$ cat config.mk
export PLATFORM = sky130hd
export DESIGN_NAME = float8_div_seq_flat
export DESIGN_NICKNAME = d
export VERILOG_FILES = /design/src/rtl/float8_div_seq_if.sv /design/src/rtl/float8_div_seq.sv /design/src/flat_wrapper.sv
export SDC_FILE = /design/constraint.sdc
export NUM_CORES = 1
export LEC_CHECK = 0
export ABC_AREA = 1
export BUFFER_PORTS_ARGS = -buffer_cell sky130_fd_sc_hd__buf_4
export CAP_MARGIN = 20
export CELL_PAD_IN_SITES_DETAIL_PLACEMENT = 2
export CELL_PAD_IN_SITES_GLOBAL_PLACEMENT = 2
export CORE_MARGIN = 5
export CORE_UTILIZATION = 30
export DETAILED_ROUTE_END_ITERATION = 8
export GPL_ROUTABILITY_DRIVEN = 0
export HOLD_SLACK_MARGIN = 0.08
export PLACE_DENSITY = 0.8
export SKIP_LAST_GASP = 1
export SLEW_MARGIN = 20
export SYNTH_ARGS = -nofsm -noshare
export SYNTH_HDL_FRONTEND = slang
export SYNTH_SLANG_ARGS = --single-unit
$ cat constraint.sdc
create_clock -name iClk -period 2.28 [get_ports iClk]
set_clock_uncertainty 0.05 [all_clocks]
set_input_delay 0.342 -clock iClk [delete_from_list [all_inputs] [get_ports iClk]]
set_output_delay 0.342 -clock iClk [all_outputs]
set_load 0.1 [all_outputs]
$ cat src/rtl/float8_div_seq_if.sv
// rtl/float8_div_seq_if.sv - operand/result handshake bundle for the float8 divider
interface float8_div_seq_if;
  logic       iValid;
  logic       oReady;
  logic [7:0] iNum1;
  logic [7:0] iNum2;
  logic       oValid;
  logic       iReady;
  logic [7:0] oNum;
  logic       oOverflow;
  logic       oDivZero;

  modport slave (
    input  iValid, iNum1, iNum2, iReady,
    output oReady, oValid, oNum, oOverflow, oDivZero
  );

  modport master (
    output iValid, iNum1, iNum2, iReady,
    input  oReady, oValid, oNum, oOverflow, oDivZero
  );
endinterface

$ cat src/rtl/float8_div_seq.sv
// rtl/float8_div_seq.sv - sequential float8 divider (s|eee bias 4|ffff), restoring mantissa loop
module float8_div_seq (
  input  logic              iClk,
  input  logic              iRst_n,
  float8_div_seq_if.slave   bus
);

  typedef enum logic [1:0] {IDLE, NORM, DIV, DONE} state_t;

  state_t            state_q, state_d;
  logic [7:0]        n1_q, n1_d;
  logic [7:0]        n2_q, n2_d;
  logic [5:0]        r_q, r_d;
  logic [4:0]        b_q, b_d;
  logic signed [5:0] e_q, e_d;
  logic [2:0]        q_q, q_d;
  logic [2:0]        cnt_q, cnt_d;
  logic [7:0]        num_q, num_d;
  logic              ovf_q, ovf_d;
  logic              dz_q, dz_d;
  logic              valid_q, valid_d;

  logic              sign;
  logic              z1, z2;
  logic [4:0]        a_mant, b_mant;
  logic signed [5:0] e_raw;
  logic              qbit;
  logic [4:0]        r_sub;
  logic [3:0]        q_new;

  always_ff @(posedge iClk or negedge iRst_n) begin
    if (!iRst_n) begin
      state_q <= IDLE;
      n1_q    <= 8'h00;
      n2_q    <= 8'h00;
      r_q     <= 6'd0;
      b_q     <= 5'd0;
      e_q     <= 6'sd0;
      q_q     <= 3'd0;
      cnt_q   <= 3'd0;
      num_q   <= 8'h00;
      ovf_q   <= 1'b0;
      dz_q    <= 1'b0;
      valid_q <= 1'b0;
    end else begin
      state_q <= state_d;
      n1_q    <= n1_d;
      n2_q    <= n2_d;
      r_q     <= r_d;
      b_q     <= b_d;
      e_q     <= e_d;
      q_q     <= q_d;
      cnt_q   <= cnt_d;
      num_q   <= num_d;
      ovf_q   <= ovf_d;
      dz_q    <= dz_d;
      valid_q <= valid_d;
    end
  end

  always_comb begin
    state_d = state_q;
    n1_d    = n1_q;
    n2_d    = n2_q;
    r_d     = r_q;
    b_d     = b_q;
    e_d     = e_q;
    q_d     = q_q;
    cnt_d   = cnt_q;
    num_d   = num_q;
    ovf_d   = ovf_q;
    dz_d    = dz_q;
    valid_d = valid_q;

    sign   = n1_q[7] ^ n2_q[7];
    z1     = (n1_q[6:0] == 7'd0);
    z2     = (n2_q[6:0] == 7'd0);
    a_mant = {1'b1, n1_q[3:0]};
    b_mant = {1'b1, n2_q[3:0]};
    e_raw  = $signed({3'b000, n1_q[6:4]}) - $signed({3'b000, n2_q[6:4]}) + 6'sd4;
    // Remainder is always below 2*B, so after a successful subtract it fits in 5 bits
    qbit   = (r_q >= {1'b0, b_q});
    r_sub  = qbit ? (r_q[4:0] - b_q) : r_q[4:0];
    q_new  = {q_q, qbit};

    case (state_q)
      IDLE: begin
        if (bus.iValid) begin
          n1_d    = bus.iNum1;
          n2_d    = bus.iNum2;
          state_d = NORM;
        end
      end
      NORM: begin
        if (z2) begin
          dz_d    = 1'b1;
          num_d   = z1 ? 8'h00 : {sign, 7'h7F};
          valid_d = 1'b1;
          state_d = DONE;
        end else if (z1) begin
          num_d   = 8'h00;
          valid_d = 1'b1;
          state_d = DONE;
        end else begin
          b_d = b_mant;
          if (a_mant < b_mant) begin
            r_d = {a_mant, 1'b0};
            e_d = e_raw - 6'sd1;
          end else begin
            r_d = {1'b0, a_mant};
            e_d = e_raw;
          end
          q_d     = 3'd0;
          cnt_d   = 3'd0;
          state_d = DIV;
        end
      end
      DIV: begin
        r_d   = {r_sub, 1'b0};
        q_d   = q_new[2:0];
        cnt_d = cnt_q + 3'd1;
        // The leading quotient bit is always 1 after the pre-shift, so only the last 4 are kept
        if (cnt_q == 3'd4) begin
          valid_d = 1'b1;
          state_d = DONE;
          if (e_q > 6'sd7) begin
            num_d = {sign, 7'h7F};
            ovf_d = 1'b1;
          end else if (e_q < 6'sd0) begin
            num_d = 8'h00;
          end else begin
            num_d = {sign, e_q[2:0], q_new};
          end
        end
      end
      DONE: begin
        if (bus.iReady) begin
          valid_d = 1'b0;
          ovf_d   = 1'b0;
          dz_d    = 1'b0;
          state_d = IDLE;
        end
      end
      default: state_d = IDLE;
    endcase
  end

  assign bus.oReady    = (state_q == IDLE);
  assign bus.oValid    = valid_q;
  assign bus.oNum      = num_q;
  assign bus.oOverflow = ovf_q;
  assign bus.oDivZero  = dz_q;

endmodule

$ cat src/flat_wrapper.sv
// flat-port wrapper written by rule: the top's interface ports become plain ports
module float8_div_seq_flat 
  (iClk, iRst_n, bus_iValid, bus_iNum1, bus_iNum2, bus_iReady, bus_oReady, bus_oValid, bus_oNum, bus_oOverflow, bus_oDivZero);
  float8_div_seq_if bus_i ();
  input  logic iClk;
  input  logic iRst_n;
  input wire logic [$bits(bus_i.iValid)-1:0] bus_iValid;
  input wire logic [$bits(bus_i.iNum1)-1:0] bus_iNum1;
  input wire logic [$bits(bus_i.iNum2)-1:0] bus_iNum2;
  input wire logic [$bits(bus_i.iReady)-1:0] bus_iReady;
  output wire logic [$bits(bus_i.oReady)-1:0] bus_oReady;
  output wire logic [$bits(bus_i.oValid)-1:0] bus_oValid;
  output wire logic [$bits(bus_i.oNum)-1:0] bus_oNum;
  output wire logic [$bits(bus_i.oOverflow)-1:0] bus_oOverflow;
  output wire logic [$bits(bus_i.oDivZero)-1:0] bus_oDivZero;
  assign bus_i.iValid = bus_iValid;
  assign bus_i.iNum1 = bus_iNum1;
  assign bus_i.iNum2 = bus_iNum2;
  assign bus_i.iReady = bus_iReady;
  assign bus_oReady = bus_i.oReady;
  assign bus_oValid = bus_i.oValid;
  assign bus_oNum = bus_i.oNum;
  assign bus_oOverflow = bus_i.oOverflow;
  assign bus_oDivZero = bus_i.oDivZero;
  float8_div_seq u_core (.iClk(iClk), .iRst_n(iRst_n), .bus(bus_i));
endmodule
==> results of run 1 <==
routing by layer:
| layer | global-route usage [%] | wire length [um] | vias up |
|---|---|---|---|
| met5 | 0 | 0 | - |
| met4 | 2.64 | 56 | 0 |
| met3 | 2.10 | 173 | 6 |
| met2 | 26.7 | 4460 | 27 |
| met1 | 17.4 | 3920 | 1395 |
| li1 | - | - | 1358 |
cell usage after synthesis (all sizes together):
master / n / share of area (%)
fa: 2 / 1.3
o21ai: 23 / 3.8
a21oi: 19 / 3.5
nand3: 39 / 7.6
a21boi: 1 / 0.36
nor2: 28 / 4.3
dfrtp: 52 / 41
nand3b: 2 / 0.59
nand2: 143 / 18
a211oi: 1 / 0.24
and2: 1 / 0.20
buf: 6 / 1.3
or2: 4 / 0.79
ha: 20 / 7.9
xor2: 2 / 0.55
mux2: 3 / 1.1
clkbuf: 1 / 0.12
inv: 49 / 5.8
clkinv: 1 / 0.28
nand4: 6 / 1.2
nor3: 1 / 0.32
through the flow:
| stage | setup TNS, ns | std cells | hold slack (ns) | worst slack (ns) | cell area, um^2 |
|---|---|---|---|---|---|
| global route | -0.0120 | 579 | 0.197 | -0.0120 | 3720 |
| CTS | 0 | 577 | 0.207 | 0.00526 | 3680 |
| global placement | 0 | 567 | 0.380 | 0.0778 | 3540 |
| floorplan | 0 | 404 | -0.00359 | 0.161 | 3160 |
| finish | 0 | 579 | 0.214 | 0.125 | 3720 |
| detailed placement | -0.0954 | 567 | 0.388 | -0.0639 | 3540 |
path summary, 6_finish.rpt:
path	endpoint	slack (ns)	cells after the start
max	u_core.e_q[3]	0.13	13
min	u_core.n1_q[7]	0.21	2
max reg2reg	u_core.e_q[3]	0.13	13
min reg2reg	u_core.b_q[4]	0.41	2
max in group asynchronous	u_core.b_q[3]	1.16	2
min in group asynchronous	u_core.bus.oNum[3]	0.56	2
flip-flops by register name, indices dropped and copies added, names as in the netlist:
| name | cells |
|---|---|
| u_core.n2_q | 8 |
| u_core.bus.oDivZero | 1 |
| u_core.e_q | 6 |
| u_core.n1_q | 8 |
| u_core.b_q | 5 |
| u_core.r_q | 6 |
| u_core.state_q | 2 |
| u_core.bus.oValid | 1 |
| u_core.bus.oOverflow | 1 |
| u_core.cnt_q | 3 |
| u_core.q_q | 3 |
| u_core.bus.oNum | 8 |
final cells by class:
class	instances	area, um^2	area share, %
Clock buffer	5	68.8	1.85
Clock inverter	3	46.3	1.25
Inverter	50	193	5.18
Multi-Input combinational cell	295	1650	44.4
Sequential cell	52	1300	35.0
Tap cell	136	170	4.58
Timing Repair Buffer	38	288	7.74
timing repair:
action,4_1_cts,5_1_grt
endpoints found under the setup margin,2,2
pin swaps,1,1
setup buffers,1,2
hold endpoints to repair,52,0
hold buffers,1,0
resized for setup,1,5
kinds of logic after synthesis:
kind of cell	after synthesis	share of synthesized area, %
and+or+nand+nor	224	32.6
xor gates and xnor gates	2	0.554
AOI/OAI and AO/OA	44	7.84
DFF	52	41.2
muxes	3	1.07
adders and majority gates	22	9.18
buffers and inverters	57	7.56
worst max-delay path: cells and delay by family (launching register included):
family        cells  cell delay (ns)
fa+ha+maj         3             0.88
buf+inv           1             0.06
flops             1             0.40
simple gates      9             0.65
==> summary.md, run 1 <==
| Metric | Value |
|---|---|
| Status | `finished, final reports clean` |
| Number of remaining DRC errors | `0` |
| Count of cell types in the netlist | `37` |
| Routed length per placed instance | `14.9 um` |
| Warnings, synthesis | `0` |
| Startpoint class of the critical path | `register` |
| Final hold violation count | `0` |
| Wire length of the first global-routing pass | `15.2 mm` |
| Number of global-route vias before repair | `3145` |
| Clock transition time at the flip-flop clock pins of the worst setup and hold paths | `0.11 ns` |
| Area growth, synth to finish | `17.6%` |
| Final wirelength | `8.61 mm` |
| Fraction of final layout cells with drive strength greater than 1 | `20.3%` |
| Number of antenna violations at the first check in global routing | `0` |
| Core area | `0.0103 mm^2` |
| Count of final setup violators | `0` |
| Crit path arrival time | `2.31 ns` |
| Fin util | `36.0%` |
| Commonest non-fill, non-tap cell in the layout | `sky130_fd_sc_hd__nand2_1` |
| Post-synthesis instance area | `0.00316 mm^2` |
| DRC marker count from the first detailed-route iteration | `58` |
| Max-cap violation count | `0` |
| Initial Utilization | `30.6%` |
| Average vias per placed instance | `4.81` |
| Hold path startpoint | `bus_iNum1[7]` |
| Synthesized netlist net count | `446` |
| Period utilization | `94.5%` |
| Pin count of the biggest net entering global routing | `53` |
| Total number of nets in the final design | `484` |
| Relative max-transition margin | `54.4%` |
| Final HPWL DP | `6.69 mm` |
| Nature of the critical path endpoint | `register` |
| I/O Buffers | `31` |
| Clock buffers created by TritonCTS | `5` |
| CP Max Fanout | `3` |
| GRT Residual Overflow | `0` |
| Synth Instances | `404` |
| Critical path data required time | `2.43 ns` |
| Commonest cells after routing, fill and taps aside | `138 x sky130_fd_sc_hd__nand2_1, 52 x sky130_fd_sc_hd__dfrtp_1, 38 x sky130_fd_sc_hd__inv_1` |
| Max frequency | `464 MHz` |
| Gr usage total | `14.3%` |
| Setup crit start | `u_core.n2_q[4]` |
| Row Count | `37` |
| Max Root-Sink Buffers | `2` |
| Horizontal die dimension | `113 um` |
| Final-report max-slew violation count | `0` |
| Synthesized area per cell | `7.83 um^2` |
| TritonCTS clock tree | `yes` |
| Antenna diode count | `0` |
| Type of the setup path with the least slack | `register to register` |
| Number of H-tree levels | `2` |
| Worst-Skew Late Latency | `0.31 ns` |
| Total number of vias | `2786` |
| CTS Sinks | `52` |
| List of cells traversed by the critical path | `ha_1 -> fa_2 -> inv_1 -> nand2_1 -> and2_2 -> ha_4 -> nor2_4 -> nand2_1 -> nand2_1 -> nand2_1 -> nand2_1 -> nand2_1 -> nand2_1` |
| Longest individual stage delay on the worst path | `0.40 ns` |
| Critical-path top delay cell | `sky130_fd_sc_hd__dfrtp_1` |
| Count of pins on the block boundary | `32` |
| Flops & latches, synth | `52` |
| Share of the yosys chip area belonging to registers | `41.2%` |
| Count of fill cells added during filler insertion | `1229` |
| Origin of the critical flop-to-flop path | `u_core.n2_q[4]` |
| First-pass iteration count of the detailed router | `4` |
| Min Clock Period, post-route | `2.15 ns` |
| Remaining antenna violation count after routing | `0` |
| Transition at the pin with the smallest max-transition slack | `0.683 ns` |
| Type of the worst min-delay path | `primary input to register` |
| Die Y | `113 um` |
| Clock root cell | `sky130_fd_sc_hd__clkbuf_8` |
| Cell type with the highest occurrence count on the critical path | `sky130_fd_sc_hd__nand2_1` |
| Die Area | `0.0127 mm^2` |
Power of run 1 is left out: the tool's default activity adds up to more than one toggle a clock period on the data nets, which glitch-free logic cannot reach.
==> run 2, diff against run 1 <==
--- a/config.mk
+++ b/config.mk
@@ -10,6 +10,7 @@
 export CAP_MARGIN = 20
 export CELL_PAD_IN_SITES_DETAIL_PLACEMENT = 2
 export CELL_PAD_IN_SITES_GLOBAL_PLACEMENT = 2
+export CORE_ASPECT_RATIO = 0.9
 export CORE_MARGIN = 5
 export CORE_UTILIZATION = 30
 export DETAILED_ROUTE_END_ITERATION = 8
==> constraint.sdc (replaced) <==
create_clock -name iClk -period 2.1 [get_ports iClk]
set_clock_uncertainty 0.05 [all_clocks]
set_input_delay 0.315 -clock iClk [delete_from_list [all_inputs] [get_ports iClk]]
set_output_delay 0.315 -clock iClk [all_outputs]
set_load 0.1 [all_outputs]
==> run 2 against run 1 <==
- cell count shrank 0.17%
- routed wire length is 7.7% higher
- largest cell class unchanged
- cell area is 3.9% higher
- first-iteration DRC count rose by 8.6%
- non-clock buffer count increased by 6
- register-to-register slack got worse by 0.09 ns
- utilization is 1.5 points higher
- via count is 0.86% higher
- fmax grew 4.4%
- critical endpoint unchanged
- die area is essentially flat
==> summary.md, run 2 (same netlist as run 1, synthesis figures left out) <==
| Metric | Value |
|---|---|
| Worst-Skew Late Latency | `0.30 ns (was 0.31 ns)` |
| Setup repair after global routing missed its margin | `true` |
| CTS Sinks | `52 (unchanged)` |
| Die Y | `107 um (was 113 um)` |
| Final-layout worst hold slack | `0.195 ns (was 0.214 ns)` |
| CP Max Fanout | `3 (unchanged)` |
| Commonest non-fill, non-tap cell in the layout | `sky130_fd_sc_hd__nand2_1 (unchanged)` |
| Number of remaining DRC errors | `0 (unchanged)` |
| Count of final setup violators | `0 (unchanged)` |
| Placement-stage cell area | `0.00357 mm^2 (was 0.00354 mm^2)` |
| Core area | `0.0103 mm^2 (about the same)` |
| Number of H-tree levels | `2 (unchanged)` |
| Routed length per placed instance | `16.0 um (was 14.9 um)` |
| Non-filler instance count after layout | `578 (was 579)` |
| Total number of vias | `2810 (was 2786)` |
| Crit path arrival time | `2.21 ns (was 2.31 ns)` |
| Die Area | `0.0127 mm^2 (about the same)` |
| Max Root-Sink Buffers | `2 (unchanged)` |
| First-pass iteration count of the detailed router | `4 (unchanged)` |
| Number of antenna violations at the first check in global routing | `0 (unchanged)` |
| Antenna diode count | `0 (unchanged)` |
| Final HPWL DP | `6.76 mm (was 6.69 mm)` |
| Clock root cell | `sky130_fd_sc_hd__clkbuf_16 (was sky130_fd_sc_hd__clkbuf_8)` |
| Gr usage total | `14.9% (was 14.3%)` |
| Horizontal die dimension | `118 um (was 113 um)` |
| Count of pins on the block boundary | `32 (unchanged)` |
| Average vias per placed instance | `4.86 (was 4.81)` |
| Transition at the pin with the smallest max-transition slack | `0.696 ns (was 0.683 ns)` |
| Initial Utilization | `30.7% (was 30.6%)` |
| I/O Buffers | `31 (unchanged)` |
| Post-route cell area | `0.00386 mm^2 (was 0.00372 mm^2)` |
| Startpoint class of the critical path | `register (unchanged)` |
| Area growth, synth to finish | `22.1% (was 17.6%)` |
| Min Clock Period, post-route | `2.06 ns (was 2.15 ns)` |
| Type of the setup path with the least slack | `register to register (unchanged)` |
| TritonCTS clock tree | `yes (unchanged)` |
| Remaining antenna violation count after routing | `0 (unchanged)` |
| DRC marker count from the first detailed-route iteration | `63 (was 58)` |
| Nature of the critical path endpoint | `register (unchanged)` |
| Number of global-route vias before repair | `3111 (was 3145)` |
| Type of the worst min-delay path | `primary input to register (unchanged)` |
| Period utilization | `98.3% (was 94.5%)` |
| GRT Residual Overflow | `0 (unchanged)` |
| Row Count | `35 (was 37)` |
| Critical path data required time | `2.24 ns (was 2.43 ns)` |
| Fraction of final layout cells with drive strength greater than 1 | `22.9% (was 20.3%)` |
| Relative max-transition margin | `53.6% (was 54.4%)` |
| Clock transition time at the flip-flop clock pins of the worst setup and hold paths | `0.07 ns (was 0.11 ns)` |
| Max frequency | `484 MHz (was 464 MHz)` |
| Commonest cells after routing, fill and taps aside | `137 x sky130_fd_sc_hd__nand2_1, 52 x sky130_fd_sc_hd__dfrtp_1, 42 x sky130_fd_sc_hd__buf_4 (was 138 x sky130_fd_sc_hd__nand2_1, 52 x sky130_fd_sc_hd__dfrtp_1, 38 x sky130_fd_sc_hd__inv_1)` |
| Total instance count after detailed placement | `564 (was 567)` |
| Final hold violation count | `0 (unchanged)` |
| Total number of nets in the final design | `490 (was 484)` |
| Max-cap violation count | `0 (unchanged)` |
| Clock buffers created by TritonCTS | `5 (unchanged)` |
| Final wirelength | `9.28 mm (was 8.61 mm)` |
| Final-report max-slew violation count | `0 (unchanged)` |
| Wire length of the first global-routing pass | `15.4 mm (was 15.2 mm)` |
| Pin count of the biggest net entering global routing | `53 (unchanged)` |
| Status | `finished, final reports clean (unchanged)` |
run 2: layout make-up:
| cell class | instances | area (um^2) |
|---|---|---|
| fill | 1218 | 6430 |
| multi-input combinational | 295 | 1710 |
| sequential | 52 | 1300 |
| timing repair buffer | 44 | 337 |
| inverter | 50 | 193 |
| tap | 129 | 161 |
| clock buffer | 6 | 129 |
| clock inverter | 2 | 35.0 |
run 2: critical path, stage by stage, from the launching register on:
cell	delay (ns)
sky130_fd_sc_hd__dfrtp_1	0.42
sky130_fd_sc_hd__ha_4	0.18
sky130_fd_sc_hd__fa_2	0.36
sky130_fd_sc_hd__inv_2	0.07
sky130_fd_sc_hd__nand2_2	0.05
sky130_fd_sc_hd__and2_4	0.17
sky130_fd_sc_hd__ha_4	0.26
sky130_fd_sc_hd__o21ai_1	0.11
sky130_fd_sc_hd__nand2_1	0.09
sky130_fd_sc_hd__nand2_1	0.06
sky130_fd_sc_hd__nand2_1	0.05
sky130_fd_sc_hd__nand2_1	0.06
sky130_fd_sc_hd__nand2_1	0.05
run 2: worst paths after layout:
| check | depth (start not counted) | from | end | slack [ns] |
|---|---|---|---|---|
| setup reg to reg | 12 | u_core.n2_q[4] | u_core.e_q[3] | 0.04 |
| setup / recovery | 12 | u_core.n2_q[4] | u_core.e_q[3] | 0.04 |
| hold / removal | 2 | bus_iNum1[6] | u_core.n1_q[6] | 0.20 |
| hold reg to reg | 2 | u_core.b_q[4] | u_core.b_q[4] | 0.42 |
| min in group asynchronous | 2 | iRst_n | u_core.r_q[5] | 0.56 |
| max in group asynchronous | 2 | iRst_n | u_core.bus.oNum[4] | 0.98 |
run 2: timing repair:
item                                    4_1_cts  5_1_grt
endpoints found under the setup margin        3        7
resized for setup                             6       11
pin swaps                                     4        6
endpoints found under the hold margin        52        0
setup buffers                                 3        2
hold buffers                                  1        0
run 2: routing by layer:
metal  global-route usage, %  wire, um  vias to the layer above
li1                        -         -                     1379
met1                    18.1      4220                     1390
met2                    27.7      4720                       35
met3                    2.36       247                        6
met4                    3.44        86                        0
met5                       0         0                        -
run 2: through the flow:
step	setup WS, ns	util [%]	TNS, ns
after floorplan	0.0142	-	0
after global placement	-0.0425	34.7	-0.0585
after detailed placement	-0.135	34.7	-0.271
after CTS	0.00681	36.9	0
after global routing	-0.0380	37.5	-0.0518
final	0.0353	37.5	0
Power of run 2 is left out for the same reason.
==> run 3, diff against run 2 <==
--- a/config.mk
+++ b/config.mk
@@ -8,15 +8,15 @@
 export ABC_AREA = 1
 export BUFFER_PORTS_ARGS = -buffer_cell sky130_fd_sc_hd__buf_4
 export CAP_MARGIN = 20
-export CELL_PAD_IN_SITES_DETAIL_PLACEMENT = 2
-export CELL_PAD_IN_SITES_GLOBAL_PLACEMENT = 2
+export CELL_PAD_IN_SITES_DETAIL_PLACEMENT = 0
+export CELL_PAD_IN_SITES_GLOBAL_PLACEMENT = 1
 export CORE_ASPECT_RATIO = 0.9
 export CORE_MARGIN = 5
 export CORE_UTILIZATION = 30
 export DETAILED_ROUTE_END_ITERATION = 8
 export GPL_ROUTABILITY_DRIVEN = 0
 export HOLD_SLACK_MARGIN = 0.08
-export PLACE_DENSITY = 0.8
+export PLACE_DENSITY = 0.68
 export SKIP_LAST_GASP = 1
 export SLEW_MARGIN = 20
 export SYNTH_ARGS = -nofsm -noshare
==> run 3 against run 2 <==
- routed wire length is 24% lower
- clock-buffer cell count rose by 1
- flip-flop and latch count did not move
- hold slack gained 0.010 ns
- register-to-register slack better by 0.06 ns
- cell area is 1.8% lower
- global-route usage down 3.3 points
- die area is the same
==> summary.md, run 3 (same netlist as run 1, synthesis figures left out) <==
| Metric | Value |
|---|---|
| Count of final setup violators | `0 (unchanged)` |
| CP Max Fanout | `3 (unchanged)` |
| Core area | `0.0103 mm^2 (unchanged)` |
| Max-cap violation count | `0 (unchanged)` |
| Worst-Skew Late Latency | `0.29 ns (was 0.30 ns)` |
| Final hold violation count | `0 (unchanged)` |
| Max frequency | `498 MHz (was 484 MHz)` |
| Number of H-tree levels | `2 (unchanged)` |
| CTS Sinks | `52 (unchanged)` |
| Final-layout setup total negative slack | `0 ns (unchanged)` |
| Period utilization | `95.6% (was 98.3%)` |
| Gr usage total | `11.6% (was 14.9%)` |
| Commonest non-fill, non-tap cell in the layout | `sky130_fd_sc_hd__nand2_1 (unchanged)` |
| Final-report max-slew violation count | `0 (unchanged)` |
| Min Clock Period, post-route | `2.01 ns (was 2.06 ns)` |
| Row Count | `35 (unchanged)` |
| Die Area | `0.0127 mm^2 (unchanged)` |
| Transition at the pin with the smallest max-transition slack | `0.678 ns (was 0.696 ns)` |
| Clock root cell | `sky130_fd_sc_hd__clkbuf_16 (unchanged)` |
| Antenna diode count | `0 (unchanged)` |
| Nature of the critical path endpoint | `register (unchanged)` |
| Relative max-transition margin | `54.8% (was 53.6%)` |
| Type of the setup path with the least slack | `register to register (unchanged)` |
| Horizontal die dimension | `118 um (unchanged)` |
| Number of remaining DRC errors | `0 (unchanged)` |
| Clock transition time at the flip-flop clock pins of the worst setup and hold paths | `0.07 ns (about the same)` |
| Total number of vias | `2574 (was 2810)` |
| Total number of nets in the final design | `486 (was 490)` |
| Final HPWL DP | `5.36 mm (was 6.76 mm)` |
| Final-layout worst hold slack | `0.205 ns (was 0.195 ns)` |
| GRT Residual Overflow | `0 (unchanged)` |
| Crit path arrival time | `2.14 ns (was 2.21 ns)` |
| Startpoint class of the critical path | `register (unchanged)` |
| Number of global-route vias before repair | `2562 (was 3111)` |
| Commonest cells after routing, fill and taps aside | `138 x sky130_fd_sc_hd__nand2_1, 52 x sky130_fd_sc_hd__dfrtp_1, 39 x sky130_fd_sc_hd__buf_4 (was 137 x sky130_fd_sc_hd__nand2_1, 52 x sky130_fd_sc_hd__dfrtp_1, 42 x sky130_fd_sc_hd__buf_4)` |
| Area growth, synth to finish | `19.9% (was 22.1%)` |
| Count of pins on the block boundary | `32 (unchanged)` |
| Routed length per placed instance | `12.4 um (was 16.0 um)` |
| Status | `finished, final reports clean (unchanged)` |
| TritonCTS clock tree | `yes (unchanged)` |
| Initial Utilization | `30.7% (unchanged)` |
| DRC marker count from the first detailed-route iteration | `112 (was 63)` |
| Pin count of the biggest net entering global routing | `53 (unchanged)` |
| Max Root-Sink Buffers | `2 (unchanged)` |
| Number of antenna violations at the first check in global routing | `0 (unchanged)` |
| I/O Buffers | `31 (unchanged)` |
| Die Y | `107 um (unchanged)` |
| Average vias per placed instance | `4.48 (was 4.86)` |
| Setup repair after global routing missed its margin | `true (unchanged)` |
| Met2 layer usage reported by global route | `19.1% (was 27.7%)` |
| Met1 usage in global routing | `16.1% (was 18.1%)` |
| Global route hottest layer | `met2 (unchanged)` |
| Clock buffers created by TritonCTS | `5 (unchanged)` |
| Final wirelength | `7.10 mm (was 9.28 mm)` |
| Critical path data required time | `2.23 ns (was 2.24 ns)` |
| Type of the worst min-delay path | `primary input to register (unchanged)` |
| Met3 global-route usage | `2.36% (unchanged)` |
| Wire length of the first global-routing pass | `12.2 mm (was 15.4 mm)` |
| Remaining antenna violation count after routing | `0 (unchanged)` |
| First-pass iteration count of the detailed router | `4 (unchanged)` |
| Fraction of final layout cells with drive strength greater than 1 | `21.8% (was 22.9%)` |
==> run 3: final timing paths <==
check	cells after the start	to	slack, ns	startpoint
setup reg to reg	14	u_core.e_q[3]	0.09	u_core.n1_q[4]
hold / removal	2	u_core.n1_q[6]	0.21	bus_iNum1[6]
hold reg to reg	2	u_core.b_q[4]	0.41	u_core.b_q[4]
min in group asynchronous	2	u_core.n2_q[7]	0.53	iRst_n
max in group asynchronous	2	u_core.cnt_q[2]	0.99	iRst_n
setup / recovery	14	u_core.e_q[3]	0.09	u_core.n1_q[4]
==> run 3: layer usage <==
metal  share of wire [%]  routed length (um)
met1                  51                3590
met2                  45                3210
met3                 3.4                 244
met4                0.72                  51
met5                   0                   0
==> run 3: area by class of cell <==
class	instances	area [um^2]
Sequential cell	52	1300
Clock inverter	1	7.51
Inverter	50	193
Tap cell	129	161
Fill cell	1080	6500
Clock buffer	7	143
Timing Repair Buffer	40	303
Multi-Input combinational cell	295	1680
==> run 3: stage by stage <==
stage               cell area (um^2)  util (%)  worst slack (ns)  instances
floorplan                       3170         -            0.0142        404
CTS                             3740      36.3            0.0161        572
global route                    3790      36.8           -0.0351        574
detailed placement              3560      34.6           -0.0826        563
global placement                3560      34.6           -0.0367        563
finish                          3790      36.8            0.0932        574
==> run 3: worst max-delay path: stages (launching register included) <==
cell,delay (ns)
sky130_fd_sc_hd__dfrtp_1,0.35
sky130_fd_sc_hd__inv_2,0.04
sky130_fd_sc_hd__ha_2,0.19
sky130_fd_sc_hd__fa_2,0.34
sky130_fd_sc_hd__inv_1,0.06
sky130_fd_sc_hd__nand2_1,0.06
sky130_fd_sc_hd__and2_4,0.17
sky130_fd_sc_hd__ha_4,0.29
sky130_fd_sc_hd__nor2_4,0.04
sky130_fd_sc_hd__nand2_1,0.07
sky130_fd_sc_hd__nand2_1,0.05
sky130_fd_sc_hd__nand2_1,0.06
sky130_fd_sc_hd__nand2_1,0.05
sky130_fd_sc_hd__nand2_1,0.05
sky130_fd_sc_hd__nand2_1,0.04
==> run 3: repair_timing <==
| action | 4_1_cts | 5_1_grt |
|---|---|---|
| buffers inserted | 0 | 2 |
| hold buffers | 1 | 0 |
| hold endpoints to repair | 52 | 0 |
| pin swaps | 1 | 4 |
| gates resized for setup | 3 | 8 |
| cloned | 0 | 0 |
| setup endpoints to repair | 3 | 5 |
Power of run 3 is left out for the same reason.
